### src/rtl/sram_1r1w_ctrl_pkg.sv
// Shared types for the 1R1W SRAM controller: FSM state encoding and a
// pointer-width helper used by the controller and its arbiter.
package sram_ctrl_pkg;

  typedef enum logic {
    INIT = 1'b0,
    RUN  = 1'b1
  } sram_ctrl_state_t;

  // Round-robin pointer width; a single requester still needs one bit.
  function automatic int ptr_width(input int n);
    return (n > 1) ? $clog2(n) : 1;
  endfunction

endpackage

### src/rtl/sram_1r1w_ctrl_rr_arbiter.sv
// Combinational round-robin arbiter: picks the first asserted request at or
// after ptr, wrapping around. The pointer itself lives in the caller.
module rr_arbiter
  import sram_ctrl_pkg::*;
#(
  parameter int N  = 2,
  parameter int PW = ptr_width(N)
) (
  input  logic [N-1:0]  req,
  input  logic [PW-1:0] ptr,
  output logic [N-1:0]  grant,
  output logic [PW-1:0] grant_idx
);

  logic          w_found;
  logic          w_hit;
  logic [PW-1:0] w_idx;
  int            w_sum;

  // Rotating priority scan starting at ptr
  always_comb begin
    grant     = '0;
    grant_idx = '0;
    w_found   = 1'b0;
    w_hit     = 1'b0;
    w_idx     = '0;
    w_sum     = 0;
    for (int off = 0; off < N; off++) begin
      w_sum            = int'(ptr) + off;
      w_idx            = (w_sum >= N) ? PW'(w_sum - N) : PW'(w_sum);
      w_hit            = !w_found && req[w_idx];
      grant[w_idx]     = grant[w_idx] | w_hit;
      grant_idx        = w_hit ? w_idx : grant_idx;
      w_found          = w_found | w_hit;
    end
  end

endmodule

### src/rtl/sram_1r1w_ctrl.sv
// Sequencer for one 1R1W SRAM wrapper: clears the array after reset/flush,
// round-robins the write port, and returns reads after two cycles with
// write-first forwarding on same-address collisions.
module sram_1r1w_ctrl
  import sram_ctrl_pkg::*;
#(
  parameter int               WIDTH      = 68,
  parameter int               DEPTH      = 256,
  parameter int               ADDR_WIDTH = $clog2(DEPTH),
  parameter int               WR_PORTS   = 2,
  parameter logic [WIDTH-1:0] INIT_VALUE = '0
) (
  input  logic                           clk,
  input  logic                           rst,
  input  logic                           flush,
  output logic                           init_done,
  input  logic [WR_PORTS-1:0]            wr_req,
  input  logic [WR_PORTS*ADDR_WIDTH-1:0] wr_addr,
  input  logic [WR_PORTS*WIDTH-1:0]      wr_data,
  output logic [WR_PORTS-1:0]            wr_grant,
  input  logic                           rd_en,
  input  logic [ADDR_WIDTH-1:0]          rd_addr,
  output logic                           rd_valid,
  output logic [WIDTH-1:0]               rd_data,
  output logic                           ram_wen,
  output logic [ADDR_WIDTH-1:0]          ram_waddr,
  output logic [WIDTH-1:0]               ram_wdata,
  output logic                           ram_ren,
  output logic [ADDR_WIDTH-1:0]          ram_raddr,
  input  logic [WIDTH-1:0]               ram_rdata
);

  localparam int PW = ptr_width(WR_PORTS);

  sram_ctrl_state_t        r_state;
  logic [ADDR_WIDTH-1:0]   r_cnt;
  logic [PW-1:0]           r_ptr;
  logic                    r_init_done;
  logic                    r_s1_valid, r_s1_fwd, r_s2_valid, r_s2_fwd;
  logic [WIDTH-1:0]        r_s1_data, r_s2_data;

  logic [WR_PORTS-1:0]     w_grant;
  logic [PW-1:0]           w_grant_idx;
  logic                    w_run;
  logic                    w_fwd;
  logic [ADDR_WIDTH-1:0]   w_addr_arr [WR_PORTS];
  logic [WIDTH-1:0]        w_data_arr [WR_PORTS];

  for (genvar g = 0; g < WR_PORTS; g++) begin : g_unpack
    assign w_addr_arr[g] = wr_addr[g*ADDR_WIDTH +: ADDR_WIDTH];
    assign w_data_arr[g] = wr_data[g*WIDTH +: WIDTH];
  end

  rr_arbiter #(.N(WR_PORTS), .PW(PW)) u_arb (
    .req       (wr_req),
    .ptr       (r_ptr),
    .grant     (w_grant),
    .grant_idx (w_grant_idx)
  );

  assign w_run     = (r_state == RUN);
  assign init_done = r_init_done;
  assign wr_grant  = w_run ? w_grant : '0;
  assign ram_ren   = w_run & rd_en;
  assign ram_raddr = rd_addr;
  assign w_fwd     = ram_ren & ram_wen & (rd_addr == ram_waddr);
  assign rd_valid  = r_s2_valid;
  assign rd_data   = !r_s2_valid ? '0 : (r_s2_fwd ? r_s2_data : ram_rdata);

  // Write port mux: init sweep owns the port until the array is cleared
  always_comb begin
    ram_wen   = 1'b0;
    ram_waddr = '0;
    ram_wdata = '0;
    if (!w_run) begin
      ram_wen   = 1'b1;
      ram_waddr = r_cnt;
      ram_wdata = INIT_VALUE;
    end else begin
      ram_wen   = |wr_req;
      ram_waddr = w_addr_arr[w_grant_idx];
      ram_wdata = w_data_arr[w_grant_idx];
    end
  end

  // Init/run FSM with clear counter and registered init_done
  always_ff @(posedge clk or posedge rst) begin
    if (rst) begin
      r_state     <= INIT;
      r_cnt       <= '0;
      r_init_done <= 1'b0;
    end else begin
      case (r_state)
        INIT: begin
          if (flush) begin
            r_cnt <= '0;
          end else if (r_cnt == ADDR_WIDTH'(DEPTH - 1)) begin
            r_state     <= RUN;
            r_cnt       <= '0;
            r_init_done <= 1'b1;
          end else begin
            r_cnt <= r_cnt + 1'b1;
          end
        end
        RUN: begin
          if (flush) begin
            r_state     <= INIT;
            r_cnt       <= '0;
            r_init_done <= 1'b0;
          end else begin
            r_state <= RUN;
          end
        end
        default: begin
          r_state     <= INIT;
          r_cnt       <= '0;
          r_init_done <= 1'b0;
        end
      endcase
    end
  end

  // Round-robin pointer advances past the port just granted
  always_ff @(posedge clk or posedge rst) begin
    if (rst) begin
      r_ptr <= '0;
    end else if (w_run && (|wr_req)) begin
      r_ptr <= (w_grant_idx == PW'(WR_PORTS - 1)) ? '0 : w_grant_idx + 1'b1;
    end else begin
      r_ptr <= r_ptr;
    end
  end

  // Two-stage read pipeline tracking validity and forwarded write data
  always_ff @(posedge clk or posedge rst) begin
    if (rst) begin
      r_s1_valid <= 1'b0;
      r_s1_fwd   <= 1'b0;
      r_s1_data  <= '0;
      r_s2_valid <= 1'b0;
      r_s2_fwd   <= 1'b0;
      r_s2_data  <= '0;
    end else begin
      r_s1_valid <= ram_ren;
      r_s1_fwd   <= w_fwd;
      r_s1_data  <= ram_wdata;
      r_s2_valid <= r_s1_valid;
      r_s2_fwd   <= r_s1_fwd;
      r_s2_data  <= r_s1_data;
    end
  end

endmodule

### config.mk
export PLATFORM = sky130hd
export DESIGN_NAME = sram_1r1w_ctrl
export DESIGN_NICKNAME = d
export VERILOG_FILES = /design/src/rtl/sram_1r1w_ctrl_pkg.sv /design/src/rtl/sram_1r1w_ctrl_rr_arbiter.sv /design/src/rtl/sram_1r1w_ctrl.sv
export SDC_FILE = /design/constraint.sdc
export NUM_CORES = 1
export LEC_CHECK = 0
export ABC_AREA = 1
export CAP_MARGIN = 20
export CORE_AREA = 2 2 151 153
export DETAILED_ROUTE_END_ITERATION = 12
export DIE_AREA = 0 0 153 155
export GPL_TIMING_DRIVEN = 0
export HOLD_SLACK_MARGIN = 0.06
export PLACE_DENSITY = 0.69
export SLEW_MARGIN = 10
export SYNTH_ARGS = -nofsm -noshare
export SYNTH_HDL_FRONTEND = slang
export SYNTH_HIERARCHICAL = 1
export SYNTH_SLANG_ARGS = --single-unit
### constraint.sdc
create_clock -name clk -period 5.97 [get_ports clk]
set_input_delay 1.4925 -clock clk [delete_from_list [all_inputs] [get_ports clk]]
set_output_delay 1.4925 -clock clk [all_outputs]
set_load 0.02 [all_outputs]
==> impl_summary.md <==
Detailed routing
The detailed-route wire length is 25.7 mm. The post-detailed-route DRC marker count is 0. The average wire per cell in the routed design is 17.2 µm. For this block, the initial DRC count from the detailed router was 430. The per-cell via count in the routed design is 4.49. The number of detailed-routing iterations run before antenna repair is 5. The post-route antenna net violation count is 0. The routed layout has 6688 vias.

Worst setup path
The critical path arrival is 4.06 ns. The peak per-stage delay on the critical path is 0.67 ns. At the worst endpoint, the required time is 4.48 ns. The critical path is of the input port to output port type.

In this run the critical register-to-register path is launched from r_ptr$_DFFE_PP0P_. STA classifies the critical path endpoint as an output port. The capture instance of the worst register-to-register path is r_s1_data[19]$_DFF_PP0_. The number of cells on the worst reg-to-reg path is 8.

On the critical path, the stage with the largest delay is an instance of clkdlybuf4s50_1. The signal on the critical path passes through clkdlybuf4s50_1 -> inv_1 -> nand2_1 -> nand2_1 -> buf_6 -> inv_4 -> buf_6 -> clkbuf_1 -> nor2_1 -> nor2_1 -> clkdlybuf4s50_1. The internal reg-to-reg setup slack is 4.09 ns. STA classifies the critical path startpoint as an input port. The largest fanout of any net on the critical path is 10.

Global route
The number of antenna violations at the first check in global routing is 0. The total overflow reported by the global router is 0. The global-route track usage on met2 is 35.7%. In the global route stage, met3 resource usage came out at 4.79%. The global routing usage on met1 is 27.4%. For this run, the total global-route usage over all layers was measured as 21.3%.

The largest net degree at the start of global routing is 84. The highest-utilization routing layer at the global route stage is met2. The wire length of the first global-routing pass is 38.3 mm.

The via count of the first global-routing pass was 6544.

Die
From bottom edge to top edge, the die measures 155 µm. The floorplan step set the die width to 153 µm. The initial cell density of the core is 29.3%. The number of top-level pins is 392. The core outline area is 22200 µm². The floorplan has 55 rows. The die covers 23700 µm².

CTS
Gates resized during post-CTS repair numbered 0. The clock net in this run drives a total of 151 sinks. The number of hold buffers added after CTS was 0. Clock tree synthesis inserted a total of 17 buffers. The deepest clock path buffer count is 2.

TritonCTS built the clock tree. Clock-pin slew was measured on the worst setup and hold paths at 0.07 ns. The maximum level of the CTS H-tree is 4. The root cell of the clock tree is clkbuf_16. The worst-skew pair later-pin latency is 0.42 ns. The post-CTS setup-driven buffer insertion count is 0.

Power and ir drop
The power share of the combinational group is 12.5%. The net switching power figure is 0.582 mW. Net switching is 24.0% of the power.

The total power consumption of the routed design is 2.42 mW. The share of total power in the clock network is 45.0%. The proportion of power drawn by flip-flops and latches is 42.5%. The leakage dissipation is 5.45 nW. The internal power component is 1.84 mW.

The maximum VDD drop is 0.000172 V. In this run the power density over the cells is 212 nW/µm².

Timing
Hold timing on the final database bottoms out at a slack of 0.338 ns. The max-slew violation count was 0. The final worst-path cycle share is 93.0%. Setup violations remaining at the end of the flow were counted as 0. The smallest clock period supported by the final layout is computed as 5.55 ns. For the final database, setup skew stands at 0.0134 ns. The headroom to the max-slew limit is 53.1%. The hold violation count in the final report is 0. The pin slew with the least headroom to its limit is 0.704 ns. Adding up every negative setup slack in the final design gives 0 ns.

The highest achievable clock rate is 0.180 GHz. In the post-route analysis, the smallest setup slack over all paths is 0.419 ns. Setup repair after global routing left no endpoint under its margin.

Placed design
Routability-driven placement finished with a final weighted congestion of 0.876. The setup slack at placement is 0.401 ns. The count of buffers added on input and output ports is 391. Summed over all nets, the half-perimeter wirelength after detailed placement is 20.3 mm.

Synthesis
During synthesis, Yosys emitted a total of 6 warnings. The number of flip-flops and latches in the synthesized netlist is 151. The synthesized net count is 1014.

In this run the cell area of the synthesized design comes to 6520 µm². The synthesized instance count is 779. The count of flip-flops with a built-in enable after synthesis is 0.

The sequential area share after synthesis is 57.9%. The mean area per synthesized cell is 8.37 µm². Counting flops with an async set or reset pin after synthesis yields a share of 100%.

The top flip-flop cell by instance count after synthesis is dfrtp_1. The netlist uses 28 different library cells.

Flow run
Across the run, the number of max-cap violations was 0.

Final layout
The most frequent standard cell in the layout excluding fill and tap cells is clkdlybuf4s50_1. The area growth from synthesis to layout is 75.3%. The filler cells instantiated in the layout total 2100. The library cells used most frequently in the layout, excluding fill and tap cells, are clkdlybuf4s50_1, nor2_1, dfrtp_1. The fraction of layout cells with a size suffix above 1 is 6.23%. Cells fill 51.5% of the core in the end. In the final design database the tool counted 1425 nets.

Worst hold path
The count of cells along the worst hold path is 0. For hold timing, the worst endpoint is r_s2_data[41]$_DFF_PP0_. The startpoint identified for the worst hold timing path is r_s1_data[41]$_DFF_PP0_. The kind of path behind the tightest hold check is flip-flop to flip-flop.

Status
The run finished with clean final reports.
-- logic make-up (layout without fill, tap and decap cells) --
group           count (synthesis)  in the layout  share of synthesized area [%]
compound gates                158            158                           12.3
xor+xnor                        2              2                          0.269
fa+ha+maj                       1              1                          0.192
buf+inv                        87            511                           6.56
flops                         151            151                           57.9
other cells                     0              1                              0
simple gates                  380            380                           22.7
-- metrics by stage --
stage               std cells  instance area (µm²)
detailed placement       1456                10800
global route             1488                11400
global placement         1455                10800
CTS                      1488                11400
floorplan                 779                 6520
finish                   1489                11400
-- registers in the layout, indices dropped and copies added, names as in the netlist --
register    count
r_s1_fwd        1
r_s2_fwd        1
r_ptr           1
r_cnt           8
r_s1_data      68
r_s2_data      68
r_s1_valid      1
r_state         1
init_done       1
rd_valid        1
-- power by group through the flow --
stage / logic, mW / registers, mW / clock network (mW)
floorplan: 0.0981 / 1.05 / 0
global placement: 0.297 / 1.05 / 0
detailed placement: 0.302 / 1.05 / 0
CTS: 0.304 / 1.03 / 1.12
global route: 0.329 / 1.03 / 1.16
finish: 0.302 / 1.03 / 1.09
-- cell type report --
| type | instances | area (µm²) | share of cell area (%) |
|---|---|---|---|
| flip-flops and latches | 151 | 3780 | 33.0 |
| multi-input cells | 541 | 2320 | 20.3 |
| repair buffers | 392 | 3940 | 34.5 |
| clock buffers | 19 | 443 | 3.87 |
| inverters | 30 | 123 | 1.07 |
| diodes | 1 | 2.50 | 0.0219 |
| clock inverters | 13 | 163 | 1.42 |
| well taps | 285 | 357 | 3.12 |
| plain buffers | 57 | 313 | 2.73 |
-- worst max path at each step --
stage,cells after the start,to,slack (ns),from
2_1_floorplan,1,init_done$_DFFE_PP0P_,0.41,rst
3_3_place_gp,2,r_s2_data[49]$_DFF_PP0_,-1.61,rst
3_5_place_dp,12,ram_wdata[51],0.40,wr_req[0]
4_1_cts,12,ram_wdata[51],0.40,wr_req[0]
5_1_grt,11,ram_wdata[14],0.21,wr_req[0]
6_report,11,ram_wdata[19],0.42,wr_req[0]
-- Yosys cell counts, types with 2 or more instances --
library cell,instances,area (µm²)
a21oi_1,7,35.0
buf_2,15,75.1
buf_4,15,113
buf_6,3,33.8
clkbuf_1,23,86.3
dfrtp_1,151,3780
inv_1,27,101
inv_2,2,7.51
nand2_1,66,248
nand3_1,25,125
nor2_1,282,1060
o211ai_1,3,22.5
o21ai_0,137,686
o21ai_1,8,40.0
o22ai_1,2,12.5
-- metal layers --
layer	part of all wire, %	routed length [µm]
met1	42	10900
met3	5.4	1380
met2	50	12700
met5	0	0
met4	2.5	647
-- critical path, delay by kind of cell --
family        cells  cell delay, ns
buf+inv           7            2.06
simple gates      4            0.49
Power figures use the tool's default switching activity.
